--- config.mk ---
export PLATFORM = sky130hd
export DESIGN_NAME = branch_predict_ctrl
export DESIGN_NICKNAME = d
export VERILOG_FILES = /design/src/rtl/branch_predict_ctrl.sv
export SDC_FILE = /design/constraint.sdc
export NUM_CORES = 1
export LEC_CHECK = 0
export ABC_AREA = 1
export BUFFER_PORTS_ARGS = -buffer_cell sky130_fd_sc_hd__buf_2
export CORE_UTILIZATION = 61
export CTS_CLUSTER_DIAMETER = 40
export DETAILED_ROUTE_END_ITERATION = 10
export GPL_TIMING_DRIVEN = 0
export HOLD_SLACK_MARGIN = 0.03
export PLACE_DENSITY = 0.86
export SLEW_MARGIN = 30
export SYNTH_ARGS = -nofsm -noshare
export SYNTH_HDL_FRONTEND = slang
export SYNTH_SLANG_ARGS = --single-unit
--- constraint.sdc ---
create_clock -name clk -period 6.53 [get_ports clk]
set_clock_uncertainty 0.1 [all_clocks]
set_input_delay 0.3265 -clock clk [delete_from_list [all_inputs] [get_ports clk]]
set_output_delay 0.3265 -clock clk [all_outputs]
set_load 0.02 [all_outputs]
--- src/rtl/branch_predict_ctrl.sv ---
// Branch prediction controller: table init sweep, GHR-indexed lookup,
// in-flight FIFO, counter update on resolve and misprediction recovery.
//
// Ports:
//   clk, rst_n (sync, active-low)
//   pc_in, lookup_valid -> lookup_ready, predict_taken, RD_index
//   RD_count            : table read data for RD_index
//   resolve_valid, resolve_taken, flush
//   WR_en1/2, WR_index1/2, WR_count1/2 : registered table writes
//   mispredict, init_done
module branch_predict_ctrl #(
  parameter int INDEX_WIDTH = 8,
  parameter int CNT_W       = 2,
  parameter int FIFO_DEPTH  = 4
) (
  input  logic                   clk,
  input  logic                   rst_n,
  input  logic [31:0]            pc_in,
  input  logic                   lookup_valid,
  output logic                   lookup_ready,
  output logic                   predict_taken,
  output logic [INDEX_WIDTH-1:0] RD_index,
  input  logic [CNT_W-1:0]       RD_count,
  input  logic                   resolve_valid,
  input  logic                   resolve_taken,
  input  logic                   flush,
  output logic                   WR_en1,
  output logic                   WR_en2,
  output logic [INDEX_WIDTH-1:0] WR_index1,
  output logic [INDEX_WIDTH-1:0] WR_index2,
  output logic [CNT_W-1:0]       WR_count1,
  output logic [CNT_W-1:0]       WR_count2,
  output logic                   mispredict,
  output logic                   init_done
);

  localparam int IW = INDEX_WIDTH;
  localparam int PW = $clog2(FIFO_DEPTH);

  localparam logic [IW-1:0] IDX_ONE  = IW'(1);
  localparam logic [IW-1:0] IDX_TWO  = IW'(2);
  localparam logic [IW-1:0] IDX_LAST = IW'((2**IW) - 2);
  localparam logic [CNT_W-1:0] CNT_ONE = CNT_W'(1);
  localparam logic [CNT_W-1:0] CNT_MAX = '1;
  localparam logic [PW:0] OCC_FULL = (PW+1)'(FIFO_DEPTH);
  localparam logic [PW:0] OCC_ONE  = (PW+1)'(1);
  localparam logic [PW-1:0] PTR_ONE = PW'(1);

  typedef enum logic {INIT, RUN} state_e;

  state_e            state_q;
  logic [IW-1:0]     init_idx_q;
  logic [IW-1:0]     ghr_q, ghr_d;
  logic [PW-1:0]     rd_ptr_q, wr_ptr_q;
  logic [PW:0]       occ_q;

  logic [IW-1:0]     idx_mem  [FIFO_DEPTH];
  logic [CNT_W-1:0]  cnt_mem  [FIFO_DEPTH];
  logic              pred_mem [FIFO_DEPTH];
  logic [IW-1:0]     ghr_mem  [FIFO_DEPTH];

  logic              we1_q, we2_q, mis_q;
  logic [IW-1:0]     wi1_q, wi2_q;
  logic [CNT_W-1:0]  wc1_q, wc2_q, cnt_upd;

  logic run, full, empty, accept, pop, mis, clear, push;
  logic [IW-1:0]    h_idx, h_ghr;
  logic [CNT_W-1:0] h_cnt;
  logic             h_pred;

  logic unused_pc;
  assign unused_pc = ^{pc_in[31:IW+2], pc_in[1:0]};

  assign run   = (state_q == RUN);
  assign full  = (occ_q == OCC_FULL);
  assign empty = (occ_q == '0);

  assign RD_index      = pc_in[IW+1:2] ^ ghr_q;
  assign predict_taken = lookup_valid & RD_count[CNT_W-1];
  assign lookup_ready  = run & ~full;

  assign h_idx  = idx_mem[rd_ptr_q];
  assign h_cnt  = cnt_mem[rd_ptr_q];
  assign h_pred = pred_mem[rd_ptr_q];
  assign h_ghr  = ghr_mem[rd_ptr_q];

  assign accept = lookup_valid & lookup_ready;
  assign pop    = run & resolve_valid & ~empty;
  assign mis    = pop & (h_pred != resolve_taken);
  // Recovery empties the FIFO and drops any same-cycle push.
  assign clear  = run & (mis | flush);
  assign push   = accept & ~clear;

  always_comb begin
    cnt_upd = h_cnt;
    if (resolve_taken && h_cnt != CNT_MAX)
      cnt_upd = h_cnt + CNT_ONE;
    else if (!resolve_taken && h_cnt != '0)
      cnt_upd = h_cnt - CNT_ONE;
  end

  always_comb begin
    ghr_d = ghr_q;
    if (pop && (mis || flush))
      ghr_d = {h_ghr[IW-2:0], resolve_taken};
    else if (run && flush && !empty)
      ghr_d = h_ghr;
    else if (push)
      ghr_d = {ghr_q[IW-2:0], predict_taken};
  end

  always_ff @(posedge clk) begin
    if (push) begin
      idx_mem[wr_ptr_q]  <= RD_index;
      cnt_mem[wr_ptr_q]  <= RD_count;
      pred_mem[wr_ptr_q] <= predict_taken;
      ghr_mem[wr_ptr_q]  <= ghr_q;
    end
  end

  always_ff @(posedge clk) begin
    if (!rst_n) begin
      state_q    <= INIT;
      init_idx_q <= '0;
      ghr_q      <= '0;
      rd_ptr_q   <= '0;
      wr_ptr_q   <= '0;
      occ_q      <= '0;
      we1_q      <= 1'b0;
      we2_q      <= 1'b0;
      wi1_q      <= '0;
      wi2_q      <= '0;
      wc1_q      <= '0;
      wc2_q      <= '0;
      mis_q      <= 1'b0;
    end else if (state_q == INIT) begin
      we1_q      <= 1'b1;
      wi1_q      <= init_idx_q;
      wc1_q      <= CNT_ONE;
      we2_q      <= 1'b1;
      wi2_q      <= init_idx_q + IDX_ONE;
      wc2_q      <= CNT_ONE;
      mis_q      <= 1'b0;
      init_idx_q <= init_idx_q + IDX_TWO;
      if (init_idx_q == IDX_LAST)
        state_q <= RUN;
    end else begin
      we1_q <= pop;
      we2_q <= 1'b0;
      mis_q <= mis;
      if (pop) begin
        wi1_q <= h_idx;
        wc1_q <= cnt_upd;
      end
      ghr_q <= ghr_d;
      if (clear) begin
        rd_ptr_q <= '0;
        wr_ptr_q <= '0;
        occ_q    <= '0;
      end else begin
        if (pop)
          rd_ptr_q <= rd_ptr_q + PTR_ONE;
        if (push)
          wr_ptr_q <= wr_ptr_q + PTR_ONE;
        if (push && !pop)
          occ_q <= occ_q + OCC_ONE;
        else if (pop && !push)
          occ_q <= occ_q - OCC_ONE;
      end
    end
  end

  assign WR_en1     = we1_q;
  assign WR_en2     = we2_q;
  assign WR_index1  = wi1_q;
  assign WR_index2  = wi2_q;
  assign WR_count1  = wc1_q;
  assign WR_count2  = wc2_q;
  assign mispredict = mis_q;
  assign init_done  = run;

endmodule

==> impl_results.md, run 1 <==
- Status: finished clean
- Max transition margin: 55.1%
- I/O pins: 74
- Final setup viols: 0
- Post-synthesis compound-gate area fraction: 7.45%
- Multi-input logic area: 1730 µm²
- Layout area overhead: 19.0%
- Cell Rows: 33
- Worst Reg-to-Reg Cells: 11
- Maximum buffer depth of the clock tree: 2
- CTS H-tree lvls: 4
- RSZ-0062 raised after global routing: false
- Worst-margin pin slew: 673 ps
- Detailed Route WL: 13,600 µm
- Post-synthesis xor/xnor area fraction: 2.19%
- Placed inst area: between 5000 and 6000 µm²
- Adder-cell share of the synthesized area: 2.07%
- Synthesis-stage register bit count: 122
- Final period util: 39.2%
- Die Width: 94.4 µm
- Gate power share: roughly 2.9%
- Syn Nets: 582
- Syn avg cell area: 9.75 µm²
- Net Sw Power: 0.390 mW
- Max Freq: between 0.3 and 0.4 GHz
- Total gr overflow: 0
- Switching share of power: 22.4%
- Global-route wire length before repair: 20,700 µm
- Core area: 8260 µm²
- Worst IR Drop VDD: 137 µV
- Register area share after synthesis: 61.5%
- Vias: 4,432
- Initial Util: 63.0%
- Worst-path clk slew: 60 ps
- Avg WL per Cell: about 19 µm
- Power per cell area: between 200 and 300 nW/µm²
- Clock Root Buffer: clkbuf_8
- Largest net degree at the start of global routing: 20
- Req. time, crit path: 6910 ps
- Final Cell Area: 6190 µm²
- Filler cells: 491
- Critical path fanouts, max: 10
- Post-Synth Simple-Gate Area: 20.9%
- Startpoint types: flip-flop
- Kind of critical path: flip-flop to flip-flop
- WP data arrival: just under 3000 ps
- Routability cong.: 0.891
- Length of the first detailed-routing pass in iterations: 7
- Maximum Capacitance Violations: 0
- Mapped Cells: between 500 and 600
- Hold Crit Class: input port to flip-flop
- Diode count: 0
- Yosys warning count: 0
- Main combinational cell family by area after synthesis: simple AND/OR/NAND/NOR gates
- Pleak: approximately 2.6 nW
- Hold Path Stages: 2
- Min Tclk post-route: 2560 ps
- # DRC: 0
- Die footprint: around 8900 µm²
- DR vias/cell: 6.14
- Vias in the first global route: between 4,000 and 5,000
- Clock sinks: approximately 120
- Final hold violation count: 0
- Multiplexer area fraction after synthesis: 0%
- DR iter-0 viols: 541
- Remaining antenna violation count: 0
- Max-slew violation count: 0
- Die height: 94.4 µm
- Reg power frac: 47.2%
- Worst setup EP type: flip-flop
- Synth unique cells: 37
- Post-CTS setup buffer count: 0
- Clock Power Share: 49.9%
- Register area: approximately 3200 µm²
- Synthesized area: about 5200 µm²
- Port Buffers: 48
- Cts bufs inserted: 17
- Share of layout cells above drive strength 1: 18.8%
- Final nets: 652
- DP Wirelength: around 8000 µm
- Final core occ: approximately three quarters
- Pint: 1.35 mW
- Setup TNS: 0 ps
- Initial antenna violation count: 0
- Total GRT Usage: between 30% and 40%
- Worst-Skew Late Latency: 530 ps
- TritonCTS clock tree: yes
-- final cells by class --
class	count	area share, %
multi-input cells	342	28.0
inverters	45	2.73
plain buffers	25	2.14
repair buffers	51	4.36
clock inverters	12	1.37
clock buffers	20	7.61
well taps	105	2.12
flip-flops and latches	122	51.7
-- critical path: stages (launching register included) --
cell and delay [ps]:
dfxtp_1 360, buf_2 270, clkbuf_1 390, nand3_1 150, nand2_1 170, inv_1 70, ha_1 180, nor2_1 300
o21ai_0 200, nand3_1 120, o311ai_0 120, inv_1 80
-- cells by family after synthesis --
group,count (synthesis)
xor gates and xnor gates,13
and+or+nand+nor,250
DFF,122
other,1
AOI/OAI and AO/OA,70
buffers and inverters,70
adders and majority gates,8
-- power by group through the flow --
stage / sequential, mW / combinational (mW) / clock (mW)
after floorplan: 0.842 / 0.0215 / 0
after CTS: 0.822 / 0.0471 / 0.861
after detailed placement: 0.838 / 0.0441 / 0
final: 0.822 / 0.0496 / 0.869
after global placement: 0.837 / 0.0422 / 0
after global routing: 0.822 / 0.0525 / 0.892
-- state kept, by name (all words and copies together) (netlist names), named ones only --
register and cells:
WR_index1 8, occ_q 3, WR_index2 8, rd_ptr_q 2, cnt_mem 8, ghr_mem 32
WR_count1 2, init_done 1, pred_mem 4, mispredict 1, idx_mem 32, WR_en1 1
ghr_q 8, wr_ptr_q 2, WR_en2 1, init_idx_q 7
-- synthesized netlist by cell type (all sizes together) --
| library cell | n | area, µm² |
|---|---|---|
| a21oi | 18 | 93.8 |
| a31oi | 2 | 12.5 |
| a32o | 1 | 10.0 |
| buf | 19 | 110 |
| clkbuf | 6 | 22.5 |
| clkinv | 2 | 7.51 |
| conb | 1 | 3.75 |
| dfxtp | 46 | 921 |
| edfxtp | 76 | 2280 |
| fa | 1 | 20.0 |
| ha | 7 | 87.6 |
| inv | 43 | 161 |
| nand2 | 129 | 494 |
| nand3 | 43 | 225 |
| nand3b | 7 | 52.6 |
| nand4 | 8 | 50.1 |
| nor2 | 52 | 205 |
| nor3 | 10 | 55.1 |
| nor4 | 1 | 6.26 |
| o211ai | 5 | 37.5 |
| o21ai | 35 | 175 |
| o22ai | 8 | 50.1 |
| o311ai | 1 | 8.76 |
| xnor2 | 1 | 8.76 |
| xor2 | 12 | 105 |
-- layout by cell type (no fill, tap or decap), types with 12 or more instances in the layout --
cell       instances
buf_2             61
clkbuf_16         18
xor2_1            12
nand3_1           41
inv_1             37
nor2_1            46
nand2_1          127
dfxtp_1           46
a21oi_1           17
o21ai_0           29
edfxtp_1          76
-- path summary, 6_finish.rpt --
kind	from	endpoint	slack, ps
max	flip-flop	WR_count1[0]$_SDFFE_PN0P_	3970
min	pc_in[8]	idx_mem[3][6]$_DFFE_PP_	80
max reg2reg	flip-flop	WR_count1[0]$_SDFFE_PN0P_	3970
min reg2reg	WR_index2[4]$_SDFFE_PN0N_	WR_index2[4]$_SDFFE_PN0N_	360
-- layer usage --
metal | routed length [µm] | GRT usage (%) | vias to the layer above
met5 | 0 | 0 | -
met2 | 6780 | 52.8 | 354
li1 | - | - | 1941
met4 | 703 | 23.5 | 0
met1 | 4830 | 36.1 | 2070
met3 | 1320 | 8.86 | 67
-- what timing repair did --
item / 4_1_cts / 5_1_grt
hold buffers: 3 / 0
endpoints found under the hold margin: 9 / 0
endpoints found under the setup margin: 0 / 0
gates resized for setup: 0 / 0
-- per-stage QoR --
step	std cells	worst slack [ps]	hold WS [ps]	power (mW)
CTS	722	4080	70.7	1.73
global route	722	3880	80.7	1.77
global placement	687	3290	335	0.880
floorplan	534	4090	325	0.863
detailed placement	687	4110	343	0.882
finish	722	3970	77.3	1.74
No activity file was read; power rests on OpenSTA's default activity.
==> inputs of run 2 (changes only) <==
--- a/config.mk
+++ b/config.mk
@@ -7,12 +7,12 @@
 export LEC_CHECK = 0
 export ABC_AREA = 1
 export BUFFER_PORTS_ARGS = -buffer_cell sky130_fd_sc_hd__buf_2
-export CORE_UTILIZATION = 61
+export CORE_UTILIZATION = 57
 export CTS_CLUSTER_DIAMETER = 40
 export DETAILED_ROUTE_END_ITERATION = 10
 export GPL_TIMING_DRIVEN = 0
 export HOLD_SLACK_MARGIN = 0.03
-export PLACE_DENSITY = 0.86
+export PLACE_DENSITY = 0.81
 export SLEW_MARGIN = 30
 export SYNTH_ARGS = -nofsm -noshare
 export SYNTH_HDL_FRONTEND = slang
==> constraint.sdc (replaced) <==
create_clock -name clk -period 2.7 [get_ports clk]
set_clock_uncertainty 0.1 [all_clocks]
set_input_delay 0.135 -clock clk [delete_from_list [all_inputs] [get_ports clk]]
set_output_delay 0.135 -clock clk [all_outputs]
set_load 0.02 [all_outputs]
==> run 2 against run 1 <==
Net effect: routed wire length up 3.3%; die area up 6.9%; worst setup slack worse by 3800 ps; register-to-register slack worse by 3800 ps; maximum frequency up 1.1%; global-route usage down 1.2 points; clock power rose to 2.9 times the previous value; via count down 0.16%; count of clock-buffer cells in the layout down 2; final area up 3.7%; sequential cell count unchanged; cell count up 2.1%.
==> impl_results.md, run 2 (synthesis results as in run 1) <==
- Max transition margin: 53.3% (was 55.1%)
- Remaining antenna violation count: 0 (unchanged)
- Buffers plus inverters on the worst setup path: 2 (was 4)
- Switching share of power: 20.0% (was 22.4%)
- Vias: 4,425 (was 4,432)
- Largest regs: ghr_mem: 32 flops, idx_mem: 32 flops (unchanged)
- RSZ-0062 raised after global routing: false (unchanged)
- Total gr overflow: 0 (unchanged)
- Hold Crit Class: input port to flip-flop (unchanged)
- Worst-path clk slew: 60 ps (about the same)
- TritonCTS clock tree: yes (unchanged)
- Cts bufs inserted: 17 (unchanged)
- DR iter-0 viols: 501 (was 541)
- Power per cell area: 724 nW/µm² (was 281 nW/µm²)
- WP data arrival: 2590 ps (was 2930 ps)
- Final core occ: 73.3% (was 75.0%)
- Final setup viols: 0 (unchanged)
- Worst-margin pin slew: 698 ps (was 673 ps)
- Most common library cell in the layout ignoring fill and taps: nand2_1 (unchanged)
- Slowest cell delay on critical path: 570 ps (was 390 ps)
- Final period util: 93.8% (was 39.2%)
- Die height: 97.6 µm (was 94.4 µm)
- Length of the first detailed-routing pass in iterations: 6 (was 7)
- Die Width: 97.6 µm (was 94.4 µm)
- DR vias/cell: 6.00 (was 6.14)
- Avg WL per Cell: 19.1 µm (was 18.9 µm)
- Worst-Skew Late Latency: 530 ps (about the same)
- Max Freq: 0.395 GHz (was 0.391 GHz)
- Clock Power Share: 54.5% (was 49.9%)
- # DRC: 0 (unchanged)
- Largest net degree at the start of global routing: 20 (unchanged)
- Share of layout cells above drive strength 1: 18.1% (was 18.8%)
- Total GRT Usage: 31.1% (was 32.2%)
- Worst IR Drop VDD: 350 µV (was 137 µV)
- Kind of critical path: flip-flop to flip-flop (unchanged)
- Placed Cells: 690 (was 687)
- Final hold violation count: 0 (unchanged)
- Clock sinks: 122 (unchanged)
- Diode count: 0 (unchanged)
- Final cell count without fillers: 737 (was 722)
- Pleak: 2.65 nW (was 2.56 nW)
- Final nets: 664 (was 652)
- Maximum Capacitance Violations: 0 (unchanged)
- Clock Root Buffer: clkbuf_8 (unchanged)
- I/O pins: 74 (unchanged)
- Critical path's slowest cell: nor2_4 (was clkbuf_1)
- Status: finished clean (unchanged)
- Net Sw Power: 0.931 mW (was 0.390 mW)
- CTS H-tree lvls: 4 (unchanged)
- Maximum buffer depth of the clock tree: 2 (unchanged)
- Worst setup EP type: flip-flop (unchanged)
- Pint: 3.72 mW (was 1.35 mW)
- Global-route wire length before repair: 22,300 µm (was 20,700 µm)
- Max-slew violation count: 0 (unchanged)
- Reg power frac: 42.8% (was 47.2%)
- Port Buffers: 48 (unchanged)
- Core area: 8760 µm² (was 8260 µm²)
- Critical path fanouts, max: 19 (was 10)
- DP Worst Slack: 259 ps (was 4110 ps)
- Vias in the first global route: 4,476 (was 4,307)
- Setup ws final: 169 ps (was 3970 ps)
- Initial Util: 59.4% (was 63.0%)
- Crit-path most repeated cell: nand2_1
- Cell Rows: 34 (was 33)
- Top cell family by delay on the critical path: simple AND/OR/NAND/NOR gates (was buffers and inverters)
- Leading cell types in the layout, fill and taps excluded: 127 x nand2_1, 76 x edfxtp_1, 61 x buf_2 (unchanged)
- Layout area overhead: 23.3% (was 19.0%)
- Hold Slack: 101 ps (was 77.3 ps)
- Req. time, crit path: 2760 ps (was 6910 ps)
- Crit-path cells: inv_2 -> nand2_1 -> nand3_1 -> nand2_1 -> nand2_1 -> nand3_2 -> nand3_1 -> buf_2 -> nor2_4 (was buf_2 -> clkbuf_1 -> nand3_1 -> nand2_1 -> inv_1 -> ha_1 -> nor2_1 -> o21ai_0 -> nand3_1 -> o311ai_0 -> inv_1)
- Total power: 4.65 mW (was 1.74 mW)
- Detailed Route WL: 14,100 µm (was 13,600 µm)
- Routability cong.: 0.829 (was 0.891)
- Die footprint: 9520 µm² (was 8910 µm²)
- Startpoint types: flip-flop (unchanged)
- Gate power share: 2.8% (was 2.9%)
- Initial antenna violation count: 0 (unchanged)
- Min Tclk post-route: 2530 ps (was 2560 ps)
- DP Wirelength: 7930 µm (was 7980 µm)
run 2: worst reg2reg max path, stage by stage, from the launching register on:
cell and delay (ps):
dfxtp_1 390, inv_2 140, nand2_1 100, nand3_1 100, nand2_1 100, nand2_1 80
nand3_2 90, nand3_1 180, buf_2 290, nor2_4 580
run 2: repair_timing:
| action | in CTS | in global routing |
|---|---|---|
| hold buffers | 15 | 0 |
| hold endpoints to repair | 53 | 0 |
| setup buffers | 0 | 0 |
| resized for setup | 0 | 0 |
run 2: routing by layer:
metal	routed length [µm]	part of all wire [%]	GRT usage, %
met5	0	0	0
met4	728	5.2	20.6
met3	1230	8.7	8.49
met2	7000	50	51.6
met1	5120	36	34.9
run 2: path summary, 6_finish.rpt:
path,start,endpoint,slack (ps),depth (start not counted)
setup / recovery,flip-flop,ghr_mem[3][6]$_DFFE_PP_,170,9
hold / removal,flush,occ_q[2]$_SDFFE_PN0P_,100,5
setup reg to reg,flip-flop,ghr_mem[3][6]$_DFFE_PP_,170,9
hold reg to reg,WR_index2[6]$_SDFFE_PN0N_,WR_index2[6]$_SDFFE_PN0N_,360,2
run 2: stage by stage:
| stage | setup TNS (ps) | instance area (µm²) |
|---|---|---|
| 5_1_grt | 0 | 6420 |
| 6_report | 0 | 6420 |
| 3_3_place_gp | -40020 | 5580 |
| 2_1_floorplan | 0 | 5210 |
| 3_5_place_dp | 0 | 5610 |
| 4_1_cts | 0 | 6420 |
run 2: power by group through the flow:
stage | combinational [mW] | sequential (mW) | clock, mW
2_1_floorplan | 0.0520 | 2.04 | 0
3_3_place_gp | 0.102 | 2.03 | 0
3_5_place_dp | 0.106 | 2.03 | 0
4_1_cts | 0.125 | 1.99 | 2.53
5_1_grt | 0.138 | 1.99 | 2.59
6_report | 0.129 | 1.99 | 2.53
run 2: area by class of cell:
type                            count  area, µm²
Buffer                             25        133
Clock buffer                       18        418
Clock inverter                     14        241
Fill cell                         547       2340
Inverter                           45        169
Multi-Input combinational cell    342       1730
Sequential cell                   122       3200
Tap cell                          108        135
Timing Repair Buffer               63        390
